**src/rtl/extension_pipe_if.sv**
```systemverilog
// Operand/result handshake bundle for extension_pipe.
// The slave modport is the pipe itself; master is the producer/consumer side.
interface extension_pipe_if #(
  parameter int N     = 4,
  parameter int M     = 6,
  parameter int DEPTH = 2
);
  logic                       in_valid;
  logic                       in_ready;
  logic [N-1:0]               in_data;
  logic [1:0]                 mode;
  logic                       out_valid;
  logic                       out_ready;
  logic [M-1:0]               out_data;
  logic [$clog2(DEPTH):0]     count;
  logic                       err;

  modport slave (
    input  in_valid, in_data, mode, out_ready,
    output in_ready, out_valid, out_data, count, err
  );

  modport master (
    output in_valid, in_data, mode, out_ready,
    input  in_ready, out_valid, out_data, count, err
  );
endinterface

```
**src/rtl/extension_pipe.sv**
```systemverilog
// Sign/zero/negate extension of an N-bit operand to M bits, results queued in
// a DEPTH-entry FIFO with one cycle of latency and a sticky illegal-mode flag.
module extension_pipe #(
  parameter int N     = 4,
  parameter int M     = 6,
  parameter int DEPTH = 2
) (
  input  logic              clk,
  input  logic              reset,
  extension_pipe_if.slave   bus
);
  localparam int AW = $clog2(DEPTH);
  localparam int CW = AW + 1;
  localparam logic [CW-1:0] DEPTH_C = CW'(DEPTH);

  localparam logic [1:0] MODE_SEXT = 2'b00;
  localparam logic [1:0] MODE_ZEXT = 2'b01;
  localparam logic [1:0] MODE_NEG  = 2'b10;

  logic [M-1:0]  mem [DEPTH];
  logic [AW-1:0] wr_ptr, rd_ptr;
  logic [CW-1:0] cnt;
  logic          err_q;
  logic [M-1:0]  sext, result;
  logic          push, pop, illegal;

  assign bus.in_ready  = (cnt < DEPTH_C);
  assign bus.out_valid = (cnt != '0);
  assign bus.out_data  = bus.out_valid ? mem[rd_ptr] : '0;
  assign bus.count     = cnt;
  assign bus.err       = err_q;

  // Pop is qualified by out_valid, so a push into an empty buffer never pops.
  assign push = bus.in_valid && bus.in_ready;
  assign pop  = bus.out_valid && bus.out_ready;

  assign sext = {{(M-N){bus.in_data[N-1]}}, bus.in_data};

  // NOTE: every always_comb output gets a default first so no path infers a latch.
  always_comb begin
    result  = '0;
    illegal = 1'b0;
    case (bus.mode)
      MODE_SEXT: result = sext;
      MODE_ZEXT: result = {{(M-N){1'b0}}, bus.in_data};
      MODE_NEG:  result = (~sext) + M'(1);
      default:   illegal = 1'b1;
    endcase
  end

  // NOTE: storage has no reset; entries are unobservable while cnt is 0, and
  // leaving them unreset lets the array map onto plain RAM cells.
  always_ff @(posedge clk) begin
    if (!reset && push) mem[wr_ptr] <= result;
  end

  always_ff @(posedge clk) begin
    if (reset) begin
      wr_ptr <= '0;
      rd_ptr <= '0;
      cnt    <= '0;
      err_q  <= 1'b0;
    end else begin
      if (push) wr_ptr <= wr_ptr + AW'(1);
      if (pop)  rd_ptr <= rd_ptr + AW'(1);
      case ({push, pop})
        2'b10:   cnt <= cnt + CW'(1);
        2'b01:   cnt <= cnt - CW'(1);
        default: cnt <= cnt;
      endcase
      if (push && illegal) err_q <= 1'b1;
    end
  end
endmodule

```
**src/flat_wrapper.sv**
```systemverilog
// flat-port wrapper written by rule: the top's interface ports become plain ports
module extension_pipe_flat 
#(
  parameter int N     = 4,
  parameter int M     = 6,
  parameter int DEPTH = 2
)
  (clk, reset, bus_in_valid, bus_in_data, bus_mode, bus_out_ready, bus_in_ready, bus_out_valid, bus_out_data, bus_count, bus_err);
  extension_pipe_if #(.N(N), .M(M), .DEPTH(DEPTH)) bus_i ();
  input  logic clk;
  input  logic reset;
  input wire logic [$bits(bus_i.in_valid)-1:0] bus_in_valid;
  input wire logic [$bits(bus_i.in_data)-1:0] bus_in_data;
  input wire logic [$bits(bus_i.mode)-1:0] bus_mode;
  input wire logic [$bits(bus_i.out_ready)-1:0] bus_out_ready;
  output wire logic [$bits(bus_i.in_ready)-1:0] bus_in_ready;
  output wire logic [$bits(bus_i.out_valid)-1:0] bus_out_valid;
  output wire logic [$bits(bus_i.out_data)-1:0] bus_out_data;
  output wire logic [$bits(bus_i.count)-1:0] bus_count;
  output wire logic [$bits(bus_i.err)-1:0] bus_err;
  assign bus_i.in_valid = bus_in_valid;
  assign bus_i.in_data = bus_in_data;
  assign bus_i.mode = bus_mode;
  assign bus_i.out_ready = bus_out_ready;
  assign bus_in_ready = bus_i.in_ready;
  assign bus_out_valid = bus_i.out_valid;
  assign bus_out_data = bus_i.out_data;
  assign bus_count = bus_i.count;
  assign bus_err = bus_i.err;
  extension_pipe #(.N(N), .M(M), .DEPTH(DEPTH)) u_core (.clk(clk), .reset(reset), .bus(bus_i));
endmodule
```
**config.mk**
```make
export PLATFORM = sky130hd
export DESIGN_NAME = extension_pipe_flat
export DESIGN_NICKNAME = d
export VERILOG_FILES = /design/src/rtl/extension_pipe_if.sv /design/src/rtl/extension_pipe.sv /design/src/flat_wrapper.sv
export SDC_FILE = /design/constraint.sdc
export NUM_CORES = 1
export LEC_CHECK = 0
export CAP_MARGIN = 0
export CORE_UTILIZATION = 50
export DETAILED_ROUTE_END_ITERATION = 8
export HOLD_SLACK_MARGIN = 0.08
export PLACE_DENSITY = 0.84
export SLEW_MARGIN = 15
export SYNTH_ARGS = -nofsm -noshare
export SYNTH_HDL_FRONTEND = slang
export SYNTH_SLANG_ARGS = --single-unit
```
**constraint.sdc**
```tcl
create_clock -name clk -period 3.8 [get_ports clk]
set_input_delay 0.76 -clock clk [delete_from_list [all_inputs] [get_ports clk]]
set_output_delay 0.76 -clock clk [all_outputs]
set_load 0.01 [all_outputs]
```
==> results.yml <==
clock_network:
  cts_buffers: 3
  clock_path_buffers: 2
  htree_levels: 1
  cts_setup_buffers: 0
  cts_tree: "done"
  worst_skew_pair.late_latency_ns: 0.27
  path_clk_slew_ns: 0.10
  clock_sinks: 18
  cts_resized: 0
  ctsHoldBuffers: 0
  cts_root_buffer: "clkbuf_4"
critical_path:
  critPathRequiredTime_ns: 3.04
  worstSetupPathType: "reg2out"
  slowest_stage: "clkdlybuf4s50_1"
  crit_path_end_kind: "output pin"
  cpPeakStageDelay_ns: 0.49
  start_kind: "register"
  cp_max_fo: 7
  path_cells: "nor2_1 > nor2_1 > clkdlybuf4s50_1"
  cp_common_cell: "nor2_1"
  arrival_ns: 1.61
yosys:
  synth-async-reset-ratio: 0
  synth_largest_area_cell: "edfxtp_1"
  synth_cell_types: 25
  syn_area_per_cell_sq_um: 11.0
  synth_nets: 87
  netlist.area_leader.share: 0.438
  ys_top_cells_by_count: "edfxtp_1, nor2_1, inv_1"
  ys_seq_area_frac: 0.584
  ys.flop_type: "edfxtp_1"
  syn_area_sq_um: 822
  syn_inst: 75
  yosys-top-cells-area: "edfxtp_1, dfxtp_1, mux2i_1"
  yosys_warnings: 0
  synth_edf_count: 12
  synth_seq_cells: 18
routing:
  wirelength_met1_um: 580
  wirelength_um: 1210
  drt-wirelength-per-cell_um: 10.8
  vias: 573
  vias_per_cell: 5.12
  met3_length_um: 57
  drt_first_iter_violations: 11
  wl_met2_um: 558
  dr.pass1.iters: 4
  drcViolationCount: 0
  antenna_left: 0
  highest_layer: "met4"
power:
  p_sw_frac: 0.316
  powerDensity_nw_per_um2: 617
  p_leak_nw: 0.393
  p_clk_frac: 0.139
  p_int_uw: 445
  power_frac_seq: 0.433
  comb_power_share: 0.429
  power.switching_uw: 206
  peakVddDrop_mv: 0.451
layout:
  layoutNonFillerInstCount: 112
  final_nets: 109
  drive_gt1_frac: 0.0313
  num_antenna_cells: 0
  n_fill_cell: 120
  area_delta_synth_final_pct: 28.5
sta:
  slew_violations: 0
  hold_viol: 0
  rsz0062_at_grt: "false"
  slew-limit-headroom: 0.454
  max_freq_mhz: 423
  finalWorstSetupSlack_ns: 1.43
  fin_crit_ns: 2.37
  tightest_slew_ns: 0.818
  final.setup_skew_ns: 0.00978
  whs_ns: 0.496
  finalSetupViolations: 0
  tns_ns: 0
  timing.final.crit_share: 0.623
floorplan:
  rows: 14
  dieArea_sq_um: 1810
  die_w_um: 42.5
  start_util: 0.539
  core_sq_um: 1520
  dieHeight_um: 42.5
  io_pins: 21
placement:
  placed_cells: 108
  preCtsSetupSlack_ns: 1.16
  place_hpwl_um: 975
  gp_congestion: 0.716
  io_buffers: 20
grt:
  grt-ovfl-total: 0
  grt_pass1_vias: 500
  antenna_found_initial: 0
  grt_usage: 0.152
  grt_max_degree: 11
  grt_pass1_wl_um: 2060
run_status:
  status: "finished clean"
job:
  drv_cap: 0
min_path:
  hp-class: "reg2reg"
==> metrics by stage <==
step / utilization / cell area, sq um / power, mW
after floorplan: - / 822 / 0.435
after CTS: 0.693 / 1060 / 0.658
after global placement: 0.676 / 1030 / 0.562
after global routing: 0.693 / 1060 / 0.699
after detailed placement: 0.676 / 1030 / 0.568
final: 0.693 / 1060 / 0.651
==> placed cells by master (no fill, tap or decap), types with 2 or more instances in the layout <==
cell type,synthesis,final
nor2_1,12,12
dfxtp_1,6,6
ha_1,2,2
a21oi_1,4,4
o21ai_0,6,6
clkbuf_4,0,3
inv_1,7,7
mux2i_1,6,6
xnor2_1,2,2
edfxtp_1,12,12
nor2b_1,2,2
clkdlybuf4s50_1,0,20
xor2_1,2,2
==> layout make-up <==
cell class	instances	area [sq um]	share of cell area
flip-flops and latches	18	480	0.455
repair buffers	20	200	0.190
multi-input cells	47	303	0.287
clock buffers	4	26.3	0.0249
well taps	16	20.0	0.0190
inverters	7	26.3	0.0249
==> critical path: cells and delay by family (launching register included) <==
kind / cells / cell delay [ns]
buf+inv: 1 / 0.49
flops: 1 / 0.37
simple gates: 2 / 0.47
==> state kept, by name, indices dropped and copies added (netlist names), named ones only <==
register,cells
u_core.bus.count,2
u_core.bus.err,1
u_core.mem,12
u_core.rd_ptr,1
u_core.wr_ptr,1
==> kinds of logic (layout without fill, tap and decap cells) <==
logic type / Yosys count / after routing / share of synthesized area
AND/OR/NAND/NOR: 21 / 21 / 0.125
adder cells (fa/ha/maj): 2 / 2 / 0.0304
AO/OA/AOI/OAI: 14 / 14 / 0.0974
multiplexers: 6 / 6 / 0.0731
XOR/XNOR: 4 / 4 / 0.0426
flip-flops: 18 / 18 / 0.584
buffers and inverters: 10 / 31 / 0.0472
==> routing by layer <==
metal  GRT usage  vias up
li1            -      302
met1       0.219      255
met2       0.231       14
met3      0.0259        2
met4      0.0563        0
met5           0        -
==> power by group through the flow <==
stage / Sequential (mW) / Clock [mW] / Combinational [mW]
floorplan: 0.277 / 0 / 0.158
detailed placement: 0.288 / 0 / 0.281
finish: 0.282 / 0.0903 / 0.279
global route: 0.288 / 0.0998 / 0.311
CTS: 0.283 / 0.0922 / 0.282
global placement: 0.285 / 0 / 0.277
==> final timing paths <==
kind                                          to                 from  slack, ns  cells past startpoint
worst max register to register  u_core.mem[1][5]  u_core.bus.count[1]       2.05                      3
worst min-delay path              u_core.bus.err       u_core.bus.err       0.50                      2
worst min register to register    u_core.bus.err       u_core.bus.err       0.50                      2
worst max-delay path             bus_out_data[3]  u_core.bus.count[1]       1.43                      3
Note: power is estimated with default switching activity, not from simulation.
